$ cat src/rtl/bin_to_bcd_seq.sv
// Sequential binary-to-BCD converter (double dabble), one input bit per clock.
// Build option BCD_SATURATE_EN: an out-of-range operand reports all-nines instead of value mod 10^N_DIG.
//
// state | meaning
// IDLE  | waiting for start_i; operand captured on the accepting edge
// SHIFT | one add-3/shift step per cycle, BIN_W cycles total
// DONE  | result registers just loaded; done_o high for this one cycle
module bin_to_bcd_seq #(
  parameter int BIN_W = 20,
  parameter int N_DIG = 6
) (
  input  logic               clk_i,
  input  logic               rst_i,
  input  logic               start_i,
  input  logic [BIN_W-1:0]   bin_i,
  output logic               busy_o,
  output logic               done_o,
  output logic               ovf_o,
  output logic [4*N_DIG-1:0] bcd_o
);

  function automatic int dec_digits(input int w);
    longint unsigned v;
    int n;
    v = (64'd1 << w) - 64'd1;
    n = 0;
    for (int i = 0; i < 20; i++) begin
      if (v != 64'd0) begin
        v = v / 64'd10;
        n++;
      end
    end
    return n;
  endfunction

  // Scratch must hold the full decimal value of any operand, and always has at
  // least one digit above the output so overflow is a simple nonzero test.
  localparam int NEED_DIG = dec_digits(BIN_W);
  localparam int SCR_DIG  = (NEED_DIG > N_DIG + 1) ? NEED_DIG : N_DIG + 1;
  localparam int SCR_W    = 4 * SCR_DIG;
  localparam int CNT_W    = $clog2(BIN_W);

  typedef enum logic [1:0] {
    IDLE  = 2'd0,
    SHIFT = 2'd1,
    DONE  = 2'd2
  } state_t;

  state_t state_q, state_d;

  logic [BIN_W-1:0]       shreg_q;
  logic [SCR_W-1:0]       scr_q;
  logic [CNT_W-1:0]       cnt_q;
  logic [SCR_W-1:0]       adj;
  logic [SCR_W+BIN_W-1:0] cat_sh;
  logic [SCR_W-1:0]       scr_d;
  logic [BIN_W-1:0]       sh_d;
  logic                   last;
  logic                   ovf_nx;
  logic [4*N_DIG-1:0]     bcd_nx;

  assign last = (cnt_q == CNT_W'(BIN_W - 1));

  always_comb begin
    adj = scr_q;
    for (int i = 0; i < SCR_DIG; i++) begin
      if (scr_q[4*i +: 4] >= 4'd5) begin
        adj[4*i +: 4] = scr_q[4*i +: 4] + 4'd3;
      end
    end
    cat_sh = {adj, shreg_q} << 1;
    scr_d  = cat_sh[SCR_W+BIN_W-1:BIN_W];
    sh_d   = cat_sh[BIN_W-1:0];
  end

  // Result is taken from the scratch value produced by the final shift, so the
  // output registers load on the same edge that enters DONE.
  always_comb begin
    ovf_nx = |scr_d[SCR_W-1:4*N_DIG];
`ifdef BCD_SATURATE_EN
    bcd_nx = ovf_nx ? {N_DIG{4'h9}} : scr_d[4*N_DIG-1:0];
`else
    bcd_nx = scr_d[4*N_DIG-1:0];
`endif
  end

  always_ff @(posedge clk_i) begin
    if (rst_i) begin
      state_q <= IDLE;
    end else begin
      state_q <= state_d;
    end
  end

  always_comb begin
    state_d = state_q;
    busy_o  = 1'b0;
    done_o  = 1'b0;
    case (state_q)
      IDLE: begin
        if (start_i) state_d = SHIFT;
      end
      SHIFT: begin
        busy_o = 1'b1;
        if (last) state_d = DONE;
      end
      DONE: begin
        done_o  = 1'b1;
        state_d = IDLE;
      end
      default: state_d = IDLE;
    endcase
  end

  always_ff @(posedge clk_i) begin
    if (rst_i) begin
      shreg_q <= '0;
      scr_q   <= '0;
      cnt_q   <= '0;
      bcd_o   <= '0;
      ovf_o   <= 1'b0;
    end else begin
      case (state_q)
        IDLE: begin
          if (start_i) begin
            shreg_q <= bin_i;
            scr_q   <= '0;
            cnt_q   <= '0;
          end
        end
        SHIFT: begin
          shreg_q <= sh_d;
          scr_q   <= scr_d;
          cnt_q   <= cnt_q + 1'b1;
          if (last) begin
            bcd_o <= bcd_nx;
            ovf_o <= ovf_nx;
          end
        end
        default: ;
      endcase
    end
  end

endmodule

$ cat config.mk
export PLATFORM = sky130hd
export DESIGN_NAME = bin_to_bcd_seq
export DESIGN_NICKNAME = d
export VERILOG_FILES = /design/src/rtl/bin_to_bcd_seq.sv
export SDC_FILE = /design/constraint.sdc
export NUM_CORES = 1
export LEC_CHECK = 0
export CAP_MARGIN = 40
export CORE_MARGIN = 2
export CORE_UTILIZATION = 45
export DETAILED_ROUTE_END_ITERATION = 6
export PLACE_DENSITY = 0.74
export REMOVE_ABC_BUFFERS = 1
export SLEW_MARGIN = 20
export SYNTH_ARGS = -nofsm -noshare
export SYNTH_HDL_FRONTEND = slang
export SYNTH_SLANG_ARGS = --single-unit
$ cat constraint.sdc
create_clock -name clk_i -period 1.6 [get_ports clk_i]
set_input_delay 0.48 -clock clk_i [delete_from_list [all_inputs] [get_ports clk_i]]
set_output_delay 0.48 -clock clk_i [all_outputs]
set_load 0.02 [all_outputs]
==> flow_summary_export.csv <==
group,metric,value,unit
yosys,yosysTopAreaCell,"dfxtp_1",
pwr,total_leakage_power,1.97,nW
routing,drt-initial-drc-count,108,
sta,rsz0062_at_grt,"yes",
placed_design,io_buffers,49,
setup_path,startpoint_type,"register",
yosys,synthFlopType,"dfxtp_1",
pwr,irDropWorstVdd,0.388,mV
yosys,synth_area,0.00373,mm2
setup_path,crit_chain,"dlygate4sd2_1",
run,drv_cap,0,
sta,hold_viol_final,0,
pwr,p_per_area,877,mW/mm2
yosys,synth.area.top_cells,"dfxtp_1 (43%), ha_1 (5.0%), a21oi_1 (3.8%), o221a_2 (3.6%), nor2_1 (3.4%)",
grt,grt.total_usage,20.2,%
setup_path,slowest_stage,"dfxtp_1",
yosys,ys_warn_count,0,
clocking,cts-htree-levels,3,
final_layout,n_fill_cell,704,
grt,grt_pass1_vias,3056,
grt,grt_pass1_wl,14.2,mm
grt,antenna_found_initial,0,
floorplan,die-width,95.1,um
sta,setup_viol,0,
setup_path,worstPathRequired,1.12,ns
floorplan,fp-row-count,33,
yosys,yosys-top-cells-count,"dfxtp_1 (80), nor2_1 (34), a21oi_1 (28)",
min_path,hold_class,"register to register",
clocking,cts_buffers,9,
grt,grt_max_degree,24,
yosys,ys_ff_latch,80,
setup_path,cp_data_arrival_time,1.08,ns
floorplan,dieHeight,95.1,um
routing,wl_per_cell,15.6,um
sta,tightestPinTransition,0.431,ns
yosys,yosysSeqAreaShare,42.9,%
floorplan,start_util,45.9,%
clocking,cts_root_buf,"clkbuf_8",
final_layout,nNetsFinal,499,
floorplan,core_area,0.00813,mm2
setup_path,cp_num_buf_inv,1,
clocking,clkTransAtPathRegs,0.08,ns
routing,postRouteAntennaNets,0,
setup_path,cp-end-kind,"primary output",
yosys,yosysMostFrequentCell,"dfxtp_1",
placed_design,hpwl,6.00,mm
sta,drv_slew,0,
setup_path,path_max_fanout,2,
sta,fin_tns_setup,0,ns
routing,num_vias,3200,
grt,grt_overflow_total,0,
routing,vias_per_cell,5.60,
yosys,synth_area_per_cell,9.47,um2
final_layout,diodes,0,
final_layout,syn2layout_area_growth,27.3,%
setup_path,cpLargestDelayFamily,"flip-flops",
clocking,cts_tree,"built",
sta,holdWs,0.460,ns
routing,drc,0,
yosys,synth_edf_count,0,
clocking,cts_max_path_buffers,2,
final_layout,drive_above_1_share,23.2,%
placed_design,globalplace.congestion,0.862,
clocking,clock_sinks,80,
final_layout,final_cells,571,
sta,skew,0.0148,ns
floorplan,pin_count,50,
setup_path,cpPeakStageDelay,0.38,ns
sta,fin_crit,1.56,ns
yosys,synth_top_cell_area_share,42.9,%
clocking,clock_latency,0.35,ns
yosys,syn-instance-count,394,
sta,period_share,97.4,%
sta,slew_headroom,71.2,%
routing,dr.pass1.iters,4,
sta,fmax,642,MHz
outcome,status,"complete, no violations",
setup_path,crit_type,"register to primary output",
yosys,async_flop_share,0,%
routing,wirelength,8.89,mm
yosys,ys_types,44,
final_layout,final_util,58.4,%
placed_design,dpl.cell_count,554,
floorplan,die_area,0.00904,mm2
## layout make-up
type | count | area (um2) | area share (%)
clock buffer | 11 | 131 | 2.77
clock inverter | 5 | 81.3 | 1.71
inverter | 17 | 63.8 | 1.34
multi-input combinational | 270 | 1990 | 41.9
sequential | 80 | 1610 | 33.9
tap | 105 | 131 | 2.77
timing repair buffer | 83 | 744 | 15.7
## kinds of logic (layout without fill, tap and decap cells)
family | Yosys count | count (layout) | synth area share [%]
muxes | 10 | 10 | 2.78
AOI/OAI and AO/OA | 119 | 119 | 24.3
and+or+nand+nor | 119 | 119 | 16.9
xor gates and xnor gates | 7 | 7 | 1.64
DFF | 80 | 80 | 42.9
adders and majority gates | 15 | 15 | 5.03
buffers and inverters | 44 | 116 | 6.50
## registers in the layout, summed over array words and instances (netlist names)
name and cells:
bcd_o 24, cnt_q 5, ovf_o 1, scr_q 28, shreg_q 20, state_q 2
## repair_timing
item                                    CTS  global route
setup buffers                             0             1
endpoints found under the setup margin   58            45
cloned                                    0             0
pin swaps                                 0             6
hold buffers                              0             0
resized for setup                        40            31
## layout by cell type, fill, tap and decap left out, types with 8 or more instances in the layout
cell type,n
dfxtp_1,74
and3_1,11
ha_1,13
nor3b_1,13
inv_1,15
nor2_1,33
a31o_2,10
a22o_1,13
clkdlybuf4s50_1,21
a211oi_1,10
a21oi_1,21
clkbuf_8,9
nor2b_1,14
dlygate4sd2_1,25
o22ai_1,10
nand2_1,23
o221a_2,12
o21ai_0,8
buf_4,31
## worst reg2reg max path: cells and delay by family (launching register included)
family                 cells  cell delay, ns
and+or+nand+nor            1            0.22
DFF                        1            0.36
buffers and inverters      3            0.49
AOI/OAI and AO/OA          2            0.38
## path summary, 6_finish.rpt
kind                            slack (ns)                       to               startpoint  cells after the start
worst min-delay path                  0.46  shreg_q[3]$_SDFFE_PP0P_  shreg_q[2]$_SDFFE_PP0P_                      2
worst max register to register        0.07   scr_q[12]$_SDFFE_PP0P_  state_q[0]$_SDFFE_PP0P_                      6
worst min register to register        0.46  shreg_q[3]$_SDFFE_PP0P_  shreg_q[2]$_SDFFE_PP0P_                      2
worst max-delay path                  0.04                 bcd_o[2]    bcd_o[2]$_SDFFE_PP0P_                      1
## where the power goes
group / switching [mW] / total, mW / internal, mW
combinational: 0.232 / 0.455 / 0.223
clock: 0.739 / 1.62 / 0.881
sequential: 0.0399 / 2.09 / 2.05
total: 1.01 / 4.17 / 3.16
## per-stage QoR
step | setup WS, ns | instance area, um2 | power, mW
after global routing | -0.0234 | 4750 | 4.33
after CTS | -0.00811 | 4630 | 4.18
after floorplan | -0.519 | 3550 | 2.36
after detailed placement | -0.457 | 4440 | 2.58
after global placement | -0.427 | 4440 | 2.57
final | 0.0424 | 4750 | 4.17
## metal layers
layer / wire length, um / vias to the layer above / global-route usage, %
li1: - / 1574 / -
met1: 4100 / 1544 / 24.4
met2: 4290 / 73 / 35.4
met3: 370 / 9 / 4.51
met4: 125 / 0 / 6.64
met5: 0 / - / 0
Power figures use the tool's default switching activity.
